[config.mk]
export PLATFORM = sky130hd
export DESIGN_NAME = multicycle_controller
export DESIGN_NICKNAME = d
export VERILOG_FILES = /design/src/rtl/ctrl_pkg.sv /design/src/rtl/alu_decoder.sv /design/src/rtl/multicycle_controller.sv
export SDC_FILE = /design/constraint.sdc
export NUM_CORES = 1
export LEC_CHECK = 0
export CORE_ASPECT_RATIO = 1.5
export CORE_MARGIN = 1
export CORE_UTILIZATION = 50
export CTS_CLUSTER_DIAMETER = 40
export DETAILED_ROUTE_END_ITERATION = 8
export PLACE_DENSITY_LB_ADDON = 0.1
export SETUP_SLACK_MARGIN = 0.05
export SLEW_MARGIN = 10
export SYNTH_ARGS = -nofsm -noshare
export SYNTH_HDL_FRONTEND = slang
export SYNTH_SLANG_ARGS = --single-unit
export TNS_END_PERCENT = 10
[constraint.sdc]
create_clock -name clk -period 2.8 [get_ports clk]
set_input_delay 0.42 -clock clk [delete_from_list [all_inputs] [get_ports clk]]
set_output_delay 0.42 -clock clk [all_outputs]
set_load 0.02 [all_outputs]
[src/rtl/ctrl_pkg.sv]
// Shared state, instruction-class and ALU-operation encodings for the multi-cycle RV32I sequencer.
// Pure definitions: no latency, no flow control.
package ctrl_pkg;

  typedef enum logic [2:0] {
    S_FETCH,
    S_DECODE,
    S_EXECUTE,
    S_MEM,
    S_WB,
    S_TRAP
  } state_t;

  typedef enum logic [2:0] {
    CLS_NONE,
    CLS_R,
    CLS_I,
    CLS_LOAD,
    CLS_STORE,
    CLS_BRANCH
  } inst_cls_t;

  localparam logic [6:0] OP_R      = 7'b0110011;
  localparam logic [6:0] OP_I      = 7'b0010011;
  localparam logic [6:0] OP_LOAD   = 7'b0000011;
  localparam logic [6:0] OP_STORE  = 7'b0100011;
  localparam logic [6:0] OP_BRANCH = 7'b1100011;

  localparam logic [3:0] ALU_AND = 4'b0000;
  localparam logic [3:0] ALU_OR  = 4'b0001;
  localparam logic [3:0] ALU_ADD = 4'b0010;
  localparam logic [3:0] ALU_XOR = 4'b0011;
  localparam logic [3:0] ALU_SLL = 4'b0100;
  localparam logic [3:0] ALU_SRL = 4'b0101;
  localparam logic [3:0] ALU_SUB = 4'b0110;
  localparam logic [3:0] ALU_SLT = 4'b0111;

  function automatic inst_cls_t classify(input logic [6:0] opcode);
    case (opcode)
      OP_R:      return CLS_R;
      OP_I:      return CLS_I;
      OP_LOAD:   return CLS_LOAD;
      OP_STORE:  return CLS_STORE;
      OP_BRANCH: return CLS_BRANCH;
      default:   return CLS_NONE;
    endcase
  endfunction

endpackage

[src/rtl/alu_decoder.sv]
// Maps {instruction class, funct7, funct3} to an ALU operation and an illegal-encoding flag.
// Purely combinational, zero latency, no flow control.
module alu_decoder
  import ctrl_pkg::*;
(
  input  inst_cls_t   cls,
  input  logic [6:0]  funct7,
  input  logic [2:0]  funct3,
  output logic [3:0]  alu_op,
  output logic        illegal
);

  // Only funct7[5] (SUB vs ADD) carries meaning for the supported subset.
  logic unused_funct7;
  assign unused_funct7 = ^{funct7[6], funct7[4:0]};

  always_comb begin
    alu_op  = ALU_ADD;
    illegal = 1'b0;
    case (cls)
      CLS_R, CLS_I: begin
        case (funct3)
          3'b000:  alu_op = (cls == CLS_R && funct7[5]) ? ALU_SUB : ALU_ADD;
          3'b001:  alu_op = ALU_SLL;
          3'b010:  alu_op = ALU_SLT;
          3'b100:  alu_op = ALU_XOR;
          3'b101:  alu_op = ALU_SRL;
          3'b110:  alu_op = ALU_OR;
          3'b111:  alu_op = ALU_AND;
          default: illegal = 1'b1;
        endcase
      end
      CLS_LOAD, CLS_STORE: alu_op = ALU_ADD;
      CLS_BRANCH: begin
        alu_op  = ALU_SUB;
        illegal = (funct3[2:1] != 2'b00);
      end
      default: illegal = 1'b1;
    endcase
  end

endmodule

[src/rtl/multicycle_controller.sv]
// Multi-cycle FETCH/DECODE/EXECUTE/MEM/WB sequencer driving the RV32I datapath strobes.
// Branch 3, ALU 4, store 4+w, load 5+w cycles; MEM stalls on mem_ready and traps after MEM_TIMEOUT cycles.
module multicycle_controller
  import ctrl_pkg::*;
#(
  parameter int CNT_W       = 32,
  parameter int MEM_TIMEOUT = 16
) (
  input  logic             clk,
  input  logic             rst,
  input  logic [6:0]       inst_control,
  input  logic [9:0]       inst_alu,
  input  logic             zero_flag,
  input  logic             mem_ready,
  output logic             pc_en,
  output logic             sel,
  output logic             sel2,
  output logic             regw,
  output logic             alu_src,
  output logic             memw,
  output logic             memr,
  output logic [3:0]       alu_op,
  output logic             trap,
  output logic [CNT_W-1:0] retire_cnt
);

  localparam int WAIT_W = $clog2(MEM_TIMEOUT + 1);

  state_t            state, nxt_state;
  inst_cls_t         cls, nxt_cls;
  logic [2:0]        funct3, nxt_funct3;
  logic [6:0]        funct7, nxt_funct7;
  logic [WAIT_W-1:0] wait_cnt;
  logic [3:0]        dec_op;
  logic              dec_ill;
  logic              pc_en_q;
  logic              store_done;
  logic              timeout;

  // Fields are live from the instruction bus while decoding, latched afterwards.
  always_comb begin
    nxt_cls    = cls;
    nxt_funct3 = funct3;
    nxt_funct7 = funct7;
    if (state == S_DECODE) begin
      nxt_cls    = classify(inst_control);
      nxt_funct3 = inst_alu[2:0];
      nxt_funct7 = inst_alu[9:3];
    end
  end

  alu_decoder u_alu_decoder (
    .cls     (nxt_cls),
    .funct7  (nxt_funct7),
    .funct3  (nxt_funct3),
    .alu_op  (dec_op),
    .illegal (dec_ill)
  );

  assign store_done = (state == S_MEM) && (cls == CLS_STORE) && mem_ready;
  assign timeout    = (state == S_MEM) && !mem_ready &&
                      (wait_cnt == WAIT_W'(MEM_TIMEOUT - 1));

  always_comb begin
    nxt_state = state;
    case (state)
      S_FETCH:   nxt_state = S_DECODE;
      S_DECODE:  nxt_state = (nxt_cls == CLS_NONE) ? S_TRAP : S_EXECUTE;
      S_EXECUTE: begin
        if (dec_ill) begin
          nxt_state = S_TRAP;
        end else begin
          case (cls)
            CLS_R, CLS_I:        nxt_state = S_WB;
            CLS_LOAD, CLS_STORE: nxt_state = S_MEM;
            default:             nxt_state = S_FETCH;
          endcase
        end
      end
      S_MEM: begin
        if (mem_ready)    nxt_state = (cls == CLS_LOAD) ? S_WB : S_FETCH;
        else if (timeout) nxt_state = S_TRAP;
      end
      S_WB:      nxt_state = S_FETCH;
      S_TRAP:    nxt_state = S_TRAP;
      default:   nxt_state = S_FETCH;
    endcase
  end

  // Outputs are registered from the next state so they line up with the state they belong to.
  always_ff @(posedge clk or negedge rst) begin
    if (!rst) begin
      state      <= S_FETCH;
      cls        <= CLS_NONE;
      funct3     <= '0;
      funct7     <= '0;
      wait_cnt   <= '0;
      retire_cnt <= '0;
      pc_en_q    <= 1'b0;
      regw       <= 1'b0;
      sel2       <= 1'b0;
      memr       <= 1'b0;
      memw       <= 1'b0;
      alu_src    <= 1'b0;
      alu_op     <= '0;
      trap       <= 1'b0;
    end else begin
      state  <= nxt_state;
      cls    <= nxt_cls;
      funct3 <= nxt_funct3;
      funct7 <= nxt_funct7;

      if (state != S_MEM)  wait_cnt <= '0;
      else if (!mem_ready) wait_cnt <= wait_cnt + 1'b1;

      if (pc_en) retire_cnt <= retire_cnt + 1'b1;

      pc_en_q <= (nxt_state == S_WB) ||
                 (nxt_state == S_EXECUTE && nxt_cls == CLS_BRANCH && !dec_ill);
      regw    <= (nxt_state == S_WB);
      sel2    <= (nxt_state == S_WB) && (nxt_cls == CLS_LOAD);
      memr    <= (nxt_state == S_MEM) && (nxt_cls == CLS_LOAD);
      memw    <= (nxt_state == S_MEM) && (nxt_cls == CLS_STORE);
      alu_src <= (nxt_state == S_EXECUTE || nxt_state == S_MEM) &&
                 (nxt_cls inside {CLS_I, CLS_LOAD, CLS_STORE});
      if (nxt_state == S_TRAP)         alu_op <= '0;
      else if (nxt_state == S_EXECUTE) alu_op <= dec_op;
      else                             alu_op <= ALU_ADD;
      trap    <= (nxt_state == S_TRAP);
    end
  end

  assign pc_en = pc_en_q | store_done;
  assign sel   = (state == S_EXECUTE) && (cls == CLS_BRANCH) && !dec_ill &&
                 (funct3[0] ? !zero_flag : zero_flag);

endmodule
==> impl_metrics.py <==
metrics = {
    "outcome": {
        "outcome": "finished clean",
    },
    "yosys": {
        "synth_area_leader_cell": "dfrtp_1",
        "yosys.area_share.adder_pct": 1.76,
        "post_synth_mux_area_share_pct": 2.26,
        "syn_avg_cell_area_um2": 10.5,
        "synth-simple-area-share_pct": 22.2,
        "synth_cell_types": 48,
        "yosys-top-cells-count": "57 x dfrtp_1, 30 x xnor2_1, 18 x nand2_1, 18 x nand3_1, 18 x nor2_1",
        "synth_compound_area_share_pct": 6.86,
        "synth-edff-count": 0,
        "synth_xor_area_share_pct": 12.3,
        "ys_ff_latch": 57,
        "synth_area_leaders": "dfrtp_1 51%, xnor2_1 9.5%, nand3_1 3.2%",
        "async_reset_ff_share_pct": 100,
        "synthCells": 264,
        "syn_area_um2": 2770,
        "synth_top_family_by_area": "simple AND/OR/NAND/NOR gates",
        "yosysMostFrequentCell": "dfrtp_1",
        "yosysTopAreaCellShare_pct": 51.4,
        "ys_warn_count": 0,
        "syn_nets": 288,
        "synthFlopType": "dfrtp_1",
        "yosysSeqAreaShare_pct": 51.4,
    },
    "placed_design": {
        "dp_slack_ns": -0.369,
        "io_buffers": 57,
        "place_inst": 409,
        "routabilityCongestion": 0.956,
        "hpwl_um": 4670,
    },
    "detailed_routing": {
        "wl_per_cell_um": 14.9,
        "ant_nets": 0,
        "drt_first_pass_iters": 4,
        "routed_wl_um": 6320,
        "routed-via-count": 2350,
        "drcViolationCount": 0,
        "initialDrtViolationCount": 132,
        "vias_per_cell": 5.53,
    },
    "power_and_ir_drop": {
        "power.density_nw_per_um2": 443,
        "switching_share_pct": 20.1,
        "p_leak_nw": 1.71,
        "power_frac_comb_pct": 4.1,
        "internal_power_mw": 1.36,
        "power_mw": 1.70,
        "p_clk_share_pct": 47.4,
        "power_frac_seq_pct": 48.6,
        "ir_worst_vdd_uv": 308,
        "p_switching_mw": 0.342,
    },
    "final_layout": {
        "drive_above_1_share_pct": 16.8,
        "nNetsFinal": 377,
        "final_util_pct": 73.2,
        "diodes": 0,
        "syn2layout_area_growth_pct": 38.4,
        "instances_no_fill": 425,
    },
    "die": {
        "start_util_pct": 52.9,
        "fp.dieArea_um2": 5850,
        "row_count": 32,
        "io_pins": 65,
        "die_y_um": 93.2,
        "die_w_um": 62.8,
        "coreArea_um2": 5250,
    },
    "clock_tree": {
        "cts.sinks": 57,
        "root_buffer": "clkbuf_8",
        "htreeDepth": 3,
        "clk_latency_ns": 0.33,
        "cts_setup_buffers": 0,
        "numCtsBuffers": 9,
        "cts_buffer_depth": 2,
        "cts_tree": "yes",
        "clkTransAtPathRegs_ns": 0.06,
    },
    "timing": {
        "post-route-period-util_pct": 98.0,
        "fmax_ghz": 0.364,
        "rsz0062_at_grt": "yes",
        "period_minus_slack_ns": 2.74,
        "finalSetupTns_ns": 0,
        "skew_ns": 0.00288,
        "finalMaxSlewViolations": 0,
        "finalHoldViolCount": 0,
        "max_slew_margin_pct": 64.8,
        "tightestPinTransition_ns": 0.528,
        "setup_viol": 0,
        "worst_slack_ns": 0.0555,
    },
    "run": {
        "drv_cap": 0,
    },
    "global_routing": {
        "grt_pass1_wl_um": 10800,
        "grt_overflow_total": 0,
        "grt_pass1_vias": 2463,
        "grtUsageTotal_pct": 24.8,
        "antenna_found_initial": 0,
        "grt_max_degree": 30,
    },
    "setup_path": {
        "path_class": "reg -> out",
        "path_max_fanout": 3,
        "crit_required_ns": 2.38,
        "r2r_cells": 7,
        "startpoint_type": "flop",
        "cp-end-kind": "primary output",
        "cp.arrival_ns": 2.32,
    },
    "min_path": {
        "hp-class": "reg -> reg",
        "hold_depth": 1,
    },
}
==> worst max-delay path: stages, from the launching register on <==
cell and delay, ns:
dfrtp_1 0.37, or3b_4 0.41, or4_4 0.45, a22oi_2 0.17
o211ai_1 0.11, a211oi_1 0.27, buf_2 0.21
==> final timing paths <==
| path | start | end | slack (ns) |
|---|---|---|---|
| hold reg to reg | retire_cnt[31] | retire_cnt[31] | 0.47 |
| hold / removal | retire_cnt[31] | retire_cnt[31] | 0.47 |
| setup / recovery | state[2] | sel | 0.06 |
| setup reg to reg | state[2] | retire_cnt[22] | 0.49 |
| min in group asynchronous | rst | retire_cnt[15] | 0.48 |
| max in group asynchronous | rst | wait_cnt[0] | 1.69 |
==> power by group through the flow <==
stage	clock network, mW	logic (mW)	registers [mW]
final	0.806	0.0694	0.826
after global routing	0.861	0.0782	0.826
after CTS	0.826	0.0705	0.826
after detailed placement	0	0.0689	0.841
after global placement	0	0.0676	0.841
after floorplan	0	0.0175	0.841
==> sequential cells by signal, summed over array words and instances, names as in the netlist <==
signal	count
memw	1
trap	1
funct3	3
regw	1
memr	1
pc_en_q	1
wait_cnt	5
retire_cnt	32
state	3
cls	3
alu_op	3
sel2	1
alu_src	1
funct7	1
==> cells by family (layout without fill, tap and decap cells) <==
kind of cell,count (synthesis),count (layout)
AOI/OAI and AO/OA,28,28
xor gates and xnor gates,39,39
adders and majority gates,4,4
buffers and inverters,19,112
DFF,57,57
muxes,6,6
other,1,1
and+or+nand+nor,110,110
==> metrics by stage <==
step | area [um2] | hold slack (ns)
after floorplan | 2770 | 0.124
after global placement | 3600 | 0.288
after detailed placement | 3600 | 0.291
after CTS | 3830 | 0.462
after global routing | 3840 | 0.479
final | 3840 | 0.468
==> routing by layer <==
layer  track usage [%]  vias up  share of wire, %
met4              16.3        0               4.0
met1              25.0     1145                37
met5                 0        -                 0
met3              6.22       21               3.9
li1                  -     1103                 -
met2              44.7       81                55
==> what timing repair did <==
item / CTS / global route
setup endpoints to repair: 1 / 1
pin swaps: 1 / 2
hold buffers: 1 / 0
endpoints found under the hold margin: 8 / 0
gates resized for setup: 10 / 1
==> cell type report <==
class                      instances  area [um2]
multi-input combinational        188        1280
clock buffer                      13         179
inverter                           9        33.8
clock inverter                     2        35.0
fill                             384        1410
sequential                        57        1430
timing repair buffer              88         800
tap                               68        85.1
==> cell usage in the layout (no fill, tap or decap), drive strengths merged, types with 4 or more instances in the layout <==
cell type      count
inv                9
xnor2             30
nor2              18
mux2i              4
and3               9
nor2b              4
clkbuf            13
xor2               9
a21oi              8
dfrtp             57
clkdlybuf4s50     55
o21ai              6
and4               5
nand4             11
nor3               7
nand3             18
buf               32
nand2             18
(Power assumes the default switching activity.)
